## src/rtl/mosi_cmd_sequencer_if.sv

```systemverilog
// Command-fetch bus: SPI-engine request/strobe side plus command RAM port B.
// master = sequencer, slave = SPI engine and RAM model.
interface mosi_cmd_sequencer_if #(
  parameter int ADDR_W = 10,
  parameter int DATA_W = 16
);
  logic              cmd_req;
  logic [ADDR_W-1:0] RAM_addr_B;
  logic [DATA_W-1:0] RAM_data_out_B;
  logic [DATA_W-1:0] cmd_word;
  logic [ADDR_W-1:0] cmd_index;
  logic              cmd_valid;
  logic              pass_done;

  modport master (
    input  cmd_req, RAM_data_out_B,
    output RAM_addr_B, cmd_word, cmd_index, cmd_valid, pass_done
  );

  modport slave (
    output cmd_req, RAM_data_out_B,
    input  RAM_addr_B, cmd_word, cmd_index, cmd_valid, pass_done
  );
endinterface

```

## src/rtl/mosi_cmd_sequencer.sv

```systemverilog
// Walks command RAM on each cmd_req; cmd_valid 3 cycles after the request, no backpressure.
// Requests during a fetch are dropped; SEQ_OVERRUN_DETECT_EN adds the sticky req_overrun flag.
module mosi_cmd_sequencer #(
  parameter int ADDR_W = 10,
  parameter int DATA_W = 16
) (
  input  logic                  dataclk,
  input  logic                  reset,
  input  logic                  enable,
  input  logic                  loop_mode,
  input  logic [ADDR_W-1:0]     max_index,
  output logic                  busy,
  output logic                  req_overrun,
  mosi_cmd_sequencer_if.master  bus
);

  typedef enum logic [2:0] {S_IDLE, S_WAIT, S_READ, S_CAPT, S_DONE} state_t;

  state_t            state, next_state;
  logic [ADDR_W-1:0] index;
  logic [ADDR_W-1:0] max_lat;
  logic [DATA_W-1:0] cmd_word_q;
  logic [ADDR_W-1:0] cmd_index_q;
  logic              cmd_valid_q;
  logic              pass_done_q;
  logic              last;

  assign last = (index == max_lat);

  always_ff @(posedge dataclk) begin
    if (reset) state <= S_IDLE;
    else       state <= next_state;
  end

  always_comb begin
    next_state = state;
    case (state)
      S_IDLE: if (enable) next_state = S_WAIT;
      S_WAIT: begin
        if (bus.cmd_req)  next_state = S_READ;
        else if (!enable) next_state = S_IDLE;
      end
      S_READ: next_state = S_CAPT;
      S_CAPT: begin
        if (!enable)        next_state = S_IDLE;
        else if (!last)     next_state = S_WAIT;
        else if (loop_mode) next_state = S_WAIT;
        else                next_state = S_DONE;
      end
      S_DONE: if (!enable) next_state = S_IDLE;
      default: next_state = S_IDLE;
    endcase
  end

  always_comb begin
    busy = (state != S_IDLE) && (state != S_DONE);
  end

  // Capture happens on the CAPT exit edge; RAM data has been valid since READ's edge.
  always_ff @(posedge dataclk) begin
    if (reset) begin
      index       <= '0;
      max_lat     <= '0;
      cmd_word_q  <= '0;
      cmd_index_q <= '0;
      cmd_valid_q <= 1'b0;
      pass_done_q <= 1'b0;
    end else begin
      cmd_valid_q <= 1'b0;
      pass_done_q <= 1'b0;
      if (state == S_IDLE && enable) begin
        index   <= '0;
        max_lat <= max_index;
      end
      if (state == S_CAPT) begin
        cmd_word_q  <= bus.RAM_data_out_B;
        cmd_index_q <= index;
        cmd_valid_q <= 1'b1;
        pass_done_q <= last;
        if (!last) begin
          index <= index + ADDR_W'(1);
        end else if (loop_mode && enable) begin
          index   <= '0;
          max_lat <= max_index;
        end
      end
    end
  end

`ifdef SEQ_OVERRUN_DETECT_EN
  always_ff @(posedge dataclk) begin
    if (reset)
      req_overrun <= 1'b0;
    else if (state == S_IDLE && enable)
      req_overrun <= 1'b0;
    else if (bus.cmd_req && (state == S_READ || state == S_CAPT))
      req_overrun <= 1'b1;
  end
`else
  assign req_overrun = 1'b0;
`endif

  assign bus.RAM_addr_B = index;
  assign bus.cmd_word   = cmd_word_q;
  assign bus.cmd_index  = cmd_index_q;
  assign bus.cmd_valid  = cmd_valid_q;
  assign bus.pass_done  = pass_done_q;

endmodule

```

## src/flat_wrapper.sv

```systemverilog
// flat-port wrapper written by rule: the top's interface ports become plain ports
module mosi_cmd_sequencer_flat 
#(
  parameter int ADDR_W = 10,
  parameter int DATA_W = 16
)
  (dataclk, reset, enable, loop_mode, max_index, busy, req_overrun, bus_cmd_req, bus_RAM_data_out_B, bus_RAM_addr_B, bus_cmd_word, bus_cmd_index, bus_cmd_valid, bus_pass_done);
  mosi_cmd_sequencer_if #(.ADDR_W(ADDR_W), .DATA_W(DATA_W)) bus_i ();
  input  logic dataclk;
  input  logic reset;
  input  logic enable;
  input  logic loop_mode;
  input  logic [ADDR_W-1:0] max_index;
  output logic busy;
  output logic req_overrun;
  input wire logic [$bits(bus_i.cmd_req)-1:0] bus_cmd_req;
  input wire logic [$bits(bus_i.RAM_data_out_B)-1:0] bus_RAM_data_out_B;
  output wire logic [$bits(bus_i.RAM_addr_B)-1:0] bus_RAM_addr_B;
  output wire logic [$bits(bus_i.cmd_word)-1:0] bus_cmd_word;
  output wire logic [$bits(bus_i.cmd_index)-1:0] bus_cmd_index;
  output wire logic [$bits(bus_i.cmd_valid)-1:0] bus_cmd_valid;
  output wire logic [$bits(bus_i.pass_done)-1:0] bus_pass_done;
  assign bus_i.cmd_req = bus_cmd_req;
  assign bus_i.RAM_data_out_B = bus_RAM_data_out_B;
  assign bus_RAM_addr_B = bus_i.RAM_addr_B;
  assign bus_cmd_word = bus_i.cmd_word;
  assign bus_cmd_index = bus_i.cmd_index;
  assign bus_cmd_valid = bus_i.cmd_valid;
  assign bus_pass_done = bus_i.pass_done;
  mosi_cmd_sequencer #(.ADDR_W(ADDR_W), .DATA_W(DATA_W)) u_core (.dataclk(dataclk), .reset(reset), .enable(enable), .loop_mode(loop_mode), .max_index(max_index), .busy(busy), .req_overrun(req_overrun), .bus(bus_i));
endmodule
```

## config.mk

```make
export PLATFORM = sky130hd
export DESIGN_NAME = mosi_cmd_sequencer_flat
export DESIGN_NICKNAME = d
export VERILOG_FILES = /design/src/rtl/mosi_cmd_sequencer_if.sv /design/src/rtl/mosi_cmd_sequencer.sv /design/src/flat_wrapper.sv
export SDC_FILE = /design/constraint.sdc
export NUM_CORES = 1
export LEC_CHECK = 0
export CAP_MARGIN = 20
export CORE_MARGIN = 8
export CORE_UTILIZATION = 25
export DETAILED_ROUTE_END_ITERATION = 12
export PLACE_DENSITY = 0.48
export SYNTH_ARGS = -nofsm -noshare
export SYNTH_HDL_FRONTEND = slang
export SYNTH_SLANG_ARGS = --single-unit
```

## constraint.sdc

```tcl
create_clock -name dataclk -period 2.07 [get_ports dataclk]
set_input_delay 0.414 -clock dataclk [delete_from_list [all_inputs] [get_ports dataclk]]
set_output_delay 0.414 -clock dataclk [all_outputs]
set_load 0.1 [all_outputs]
```

==> results of run 1 <==
kinds of logic (layout without fill, tap and decap cells):
group | Yosys count | after routing | share of synthesized area, %
simple gates | 116 | 116 | 25.0
flops | 51 | 51 | 45.7
compound gates | 43 | 43 | 11.9
buf+inv | 20 | 89 | 4.48
xor+xnor | 15 | 15 | 5.88
mux | 14 | 14 | 6.33
fa+ha+maj | 1 | 1 | 0.560
other cells | 1 | 1 | 0.168
where the power goes:
part           switching (mW)  internal, mW
sequential             0.0167          1.00
combinational           0.159         0.131
clock                   0.334         0.392
total                   0.511          1.52
Yosys cell counts (2+ instances only):
cell | number | area, um2
nand2b_1 | 20 | 125
o21ai_0 | 4 | 20.0
xnor2_1 | 2 | 17.5
xor2_1 | 13 | 114
buf_2 | 4 | 20.0
mux2i_1 | 13 | 130
clkbuf_1 | 11 | 41.3
nor2_1 | 8 | 30.0
dfxtp_1 | 51 | 1020
nand2_1 | 60 | 225
nor3_1 | 5 | 25.0
nand3_1 | 6 | 30.0
nor4_1 | 3 | 18.8
or2_2 | 2 | 12.5
a22o_1 | 6 | 52.6
a21oi_1 | 27 | 135
nor2b_1 | 4 | 25.0
buf_6 | 2 | 22.5
registers in the layout (all words and copies together) (netlist names):
signal	cells
u_core.bus.RAM_addr_B	10
u_core.bus.cmd_index	10
u_core.state	3
u_core.bus.cmd_valid	1
u_core.bus.pass_done	1
u_core.max_lat	10
u_core.bus.cmd_word	16
stage by stage:
stage	total power, mW	worst slack (ps)	utilization, %	hold WS (ps)	instances
floorplan	1.22	101	-	463	261
global placement	1.33	20.6	34.4	444	430
CTS	2.07	236	35.7	404	438
finish	2.03	244	35.7	409	438
detailed placement	1.34	60.5	34.4	448	430
global route	2.14	55.1	35.7	410	438
worst reg2reg max path, stage by stage, from the launching register on:
cell and delay, ps:
dfxtp_2 370, xor2_1 170, nor4_2 370, nand3_1 320, o21ai_4 350, a22o_1 190
routing by layer:
metal | global-route usage, % | vias to the layer above | share of wire (%)
met5 | 0 | - | 0
met3 | 3.46 | 4 | 5.2
met4 | 2.16 | 0 | 0.76
met2 | 16.4 | 43 | 47
li1 | - | 1001 | -
met1 | 12.4 | 936 | 47
layout make-up:
class / count / share of cell area [%]
tap: 108 / 4.36
sequential: 51 / 33.3
inverter: 1 / 0.121
timing repair buffer: 80 / 22.4
clock inverter: 2 / 1.13
clock buffer: 6 / 2.66
multi-input combinational: 190 / 36.0
worst max path at each step:
| stage | depth (start not counted) | startpoint | slack, ps | end |
|---|---|---|---|---|
| 2_1_floorplan | 6 | u_core.bus.RAM_addr_B[4] | 100 | u_core.bus.RAM_addr_B[0] |
| 3_3_place_gp | 7 | enable | 20 | u_core.bus.RAM_addr_B[0] |
| 3_5_place_dp | 8 | enable | 60 | u_core.bus.RAM_addr_B[4] |
| 4_1_cts | 5 | u_core.bus.RAM_addr_B[7] | 240 | u_core.bus.RAM_addr_B[8] |
| 5_1_grt | 5 | u_core.bus.RAM_addr_B[9] | 60 | u_core.bus.RAM_addr_B[8] |
| 6_report | 5 | u_core.bus.RAM_addr_B[7] | 240 | u_core.bus.RAM_addr_B[8] |
==> flow_summary.json, run 1 <==
{
  "dpl_cell_area_um2": 2980,
  "drt_iter0_drc": 62,
  "rr_worst_depth": 5,
  "synth_ff_type": "dfxtp_1",
  "viasPerCell": 4.53,
  "insertion_delay_ps": 310,
  "hp-class": "primary input to register",
  "area_growth_pct": 38.8,
  "r2r_slack_ps": 240,
  "clk_pin_slew_ps": 90,
  "synth_enable_flop_cells": 0,
  "die_y_um": 111,
  "cpMaxStageDelayCell": "dfxtp_2",
  "worst-path-buf-inv": 0,
  "syn_inst": 261,
  "leakagePower_nw": 1.29,
  "ys_types": 38,
  "hp-start": "reset",
  "avgSynthCellArea_um2": 8.56,
  "die_w_um": 111,
  "cts_root_buffer": "clkbuf_8",
  "antennaDiodeCount": 0,
  "io_pins": 71,
  "crit_chain": "xor2_1 -> nor4_2 -> nand3_1 -> o21ai_4 -> a22o_1",
  "fillers": 947,
  "grt_util_all_layers_pct": 10.1,
  "power_density_nw_per_um2": 656,
  "drc": 0,
  "outcome": "complete, no violations",
  "crit_path_start_kind": "register",
  "ys_warn_count": 0,
  "initial_core_util_pct": 25.7,
  "multiInputGateArea_um2": 1120,
  "ir_drop_uv": 262,
  "yosysSeqAreaShare_pct": 45.7,
  "crit_fanout": 8,
  "vias": 1984,
  "critPathKind": "register to register",
  "coreArea_um2": 8680,
  "clk_path_buf_depth": 2,
  "fin_crit_sh_pct": 88.2,
  "grt_max_degree": 28,
  "drive_gt1_share_pct": 23.3,
  "cap_violations": 0,
  "async_reset_ff_share_pct": 0,
  "cts.sinks": 51,
  "drt-pass1-iter-count": 4,
  "yosys_register_bits": 51,
  "fin_nets": 361,
  "required_ps": 2310,
  "grt_pass1_vias": 1958,
  "fin_setup_tns_ps": 0,
  "htreeDepth": 2,
  "post_cts_buffers": 0,
  "ant_nets": 0,
  "finalHoldViolCount": 0,
  "hpwl_mm": 4.50,
  "layout_commonest_cell": "nand2_1",
  "rr_endpoint": "u_core.bus.RAM_addr_B[8]",
  "grt_pass1_wl_mm": 10.1,
  "grt_antenna_before_repair": 0,
  "finClkSkew_ps": 12.1,
  "place_congestion": 0.744,
  "syn_nets": 293,
  "design_area_um2": 3100,
  "netlist_area_um2": 2230,
  "dieArea_um2": 12200,
  "cts_hold_buf": 0,
  "rr_startpoint": "u_core.bus.RAM_addr_B[7]",
  "end_kind": "register",
  "period_minus_slack_ps": 1830,
  "cts_resized": 0,
  "crit_arrival_ps": 2070,
  "final_cell_mix": "nand2_1, buf_4, dfxtp_1",
  "rsz0062_at_grt": "false",
  "cts_tree": "done",
  "setup_viol": 0,
  "critPathTopFamily": "simple AND/OR/NAND/NOR gates",
  "overflow": 0,
  "fmax_ghz": 0.548,
  "slew_viol_final": 0,
  "min_to": "u_core.bus.cmd_index[3]",
  "wl_mm": 6.06,
  "routedWlPerCell_um": 13.8,
  "max_stage_delay_ps": 370,
  "cts_buffers": 5,
  "min_path_cells": 2,
  "portBuffers": 69,
  "rows": 34,
  "regArea_um2": 1030
}
(Power assumes the default switching activity.)
==> run 2, diff against run 1 <==
--- a/config.mk
+++ b/config.mk
@@ -10,6 +10,7 @@
 export CORE_UTILIZATION = 25
 export DETAILED_ROUTE_END_ITERATION = 12
 export PLACE_DENSITY = 0.48
+export SKIP_LAST_GASP = 1
 export SYNTH_ARGS = -nofsm -noshare
 export SYNTH_HDL_FRONTEND = slang
 export SYNTH_SLANG_ARGS = --single-unit
==> constraint.sdc (replaced) <==
create_clock -name dataclk -period 2.1 [get_ports dataclk]
set_input_delay 0.42 -clock dataclk [delete_from_list [all_inputs] [get_ports dataclk]]
set_output_delay 0.42 -clock dataclk [all_outputs]
set_load 0.1 [all_outputs]
==> run 2 against run 1 <==
  * Critical path type unchanged
  * Final cell count unchanged
  * Highest routed layer unchanged
  * Sequential cell count unchanged
  * Die area unchanged
==> flow_summary.json, run 2 (synthesized netlist as in run 1, its figures left out) <==
{
  "max_stage_delay_ps": 390,
  "die_y_um": 111,
  "portBuffers": 69,
  "drc": 0,
  "switching_power_mw": 0.512,
  "rr_endpoint": "u_core.bus.RAM_addr_B[7]",
  "rsz0062_at_grt": "false",
  "p_int_mw": 1.35,
  "dpl_worst_slack_ps": 45.5,
  "rows": 34,
  "min_to": "u_core.bus.cmd_word[8]",
  "grt_util_all_layers_pct": 10.2,
  "seqPwrFrac_pct": 54.0,
  "crit_fanout": 8,
  "required_ps": 2350,
  "vias": 1924,
  "coreArea_um2": 8680,
  "fillers": 950,
  "drt-pass1-iter-count": 4,
  "grt_antenna_before_repair": 0,
  "cap_violations": 0,
  "hold_ws_ps": 460,
  "grt_pass1_wl_mm": 10.5,
  "ant_nets": 0,
  "pwr-share-clk_pct": 30.7,
  "finClkSkew_ps": 7.65,
  "antennaDiodeCount": 0,
  "setup_viol": 0,
  "die_w_um": 111,
  "clk_pin_slew_ps": 100,
  "end_kind": "register",
  "fin_nets": 361,
  "initial_core_util_pct": 25.7,
  "setup_ws_ps": 206,
  "critPathKind": "register to register",
  "cts_resized": 0,
  "area_growth_pct": 38.0,
  "crit_path_start_kind": "register",
  "drt_iter0_drc": 68,
  "cts.sinks": 51,
  "routedWlPerCell_um": 13.8,
  "clk_path_buf_depth": 2,
  "grt_max_degree": 43,
  "switching_share_pct": 27.6,
  "worst-path-buf-inv": 0,
  "crit_chain": "xor2_1 -> nor4_1 -> nand3_1 -> o21ai_4 -> a22o_1",
  "cts_hold_buf": 0,
  "final_cell_mix": "nand2_1, buf_4, dfxtp_1",
  "fin_crit_sh_pct": 90.2,
  "finalHoldViolCount": 0,
  "outcome": "complete, no violations",
  "wl_mm": 6.05,
  "drive_gt1_share_pct": 23.0,
  "crit_arrival_ps": 2140,
  "ir_drop_uv": 196,
  "layout_commonest_cell": "nand2_1",
  "viasPerCell": 4.39,
  "period_minus_slack_ps": 1890,
  "place_congestion": 0.721,
  "rr_startpoint": "u_core.bus.RAM_addr_B[0]",
  "cts_tree": "done",
  "hp-start": "u_core.bus.cmd_word[8]",
  "cts_buffers": 5,
  "overflow": 0,
  "critPathTopFamily": "simple AND/OR/NAND/NOR gates",
  "slew_viol_final": 0,
  "rr_worst_depth": 5,
  "fmax_ghz": 0.528,
  "min_path_cells": 2,
  "io_pins": 71,
  "largest_reg_flops": 16,
  "r2r_slack_ps": 210,
  "power.share.combinational_pct": 15.3,
  "hpwl_mm": 4.44,
  "hp-class": "register to register",
  "power_density_nw_per_um2": 603,
  "cpMaxStageDelayCell": "dfxtp_2",
  "insertion_delay_ps": 310,
  "leakagePower_nw": 1.28,
  "grt_pass1_vias": 2053,
  "final_util_pct": 35.5,
  "post_cts_buffers": 0,
  "cts_root_buffer": "clkbuf_8",
  "dieArea_um2": 12200,
  "htreeDepth": 2
}
==> run 2: cell types whose count changed in the layout (fill, tap and decap cells not counted), sizes merged <==
cell,change
clkbuf,-1
bufinv,-1
clkinvlp,+2
==> run 2: worst min-delay path, stage by stage (launching register included) <==
cell     delay (ps)
dfxtp_1         320
nand2_1          50
a21oi_1          50
==> run 2: layout make-up <==
type                    count  area [um2]  area share (%)
repair buffers             80         708            23.0
well taps                 108         135            4.38
flip-flops and latches     51        1030            33.5
inverters                   1        3.75           0.122
multi-input cells         190        1120            36.2
clock buffers               5        68.8            2.23
clock inverters             3        20.0           0.649
==> run 2: metrics by stage <==
| step | TNS (ps) | std cells | cell area, um2 | power (mW) |
|---|---|---|---|---|
| after global routing | 0 | 438 | 3080 | 1.97 |
| after global placement | 0 | 430 | 3000 | 1.31 |
| after CTS | 0 | 438 | 3080 | 1.90 |
| after floorplan | -2.88 | 261 | 2250 | 1.20 |
| final | 0 | 438 | 3080 | 1.86 |
| after detailed placement | 0 | 430 | 3000 | 1.31 |
==> run 2: power groups by stage <==
stage	sequential, mW	combinational, mW	clock, mW
final	1.00	0.284	0.570
after global routing	1.01	0.308	0.650
after CTS	1.00	0.288	0.606
after detailed placement	1.03	0.287	0
after global placement	1.03	0.286	0
after floorplan	1.06	0.145	0
==> run 2: routing by layer <==
layer  up-vias  GRT usage (%)  routed length [um]
met1       880           12.5                2820
met3         5           2.71                 266
li1        997              -                   -
met5         -              0                   0
met2        42           17.0                2910
met4         0           2.70                  51
==> run 2: worst max path at each step <==
stage,startpoint,to,cells after the start,slack [ps]
floorplan,u_core.bus.RAM_addr_B[8],u_core.bus.RAM_addr_B[0],5,-3
global placement,enable,u_core.bus.RAM_addr_B[0],7,30
detailed placement,enable,u_core.bus.RAM_addr_B[0],7,50
CTS,u_core.bus.RAM_addr_B[0],u_core.bus.RAM_addr_B[7],5,180
global route,u_core.bus.RAM_addr_B[0],u_core.bus.RAM_addr_B[7],5,60
finish,u_core.bus.RAM_addr_B[0],u_core.bus.RAM_addr_B[7],5,210
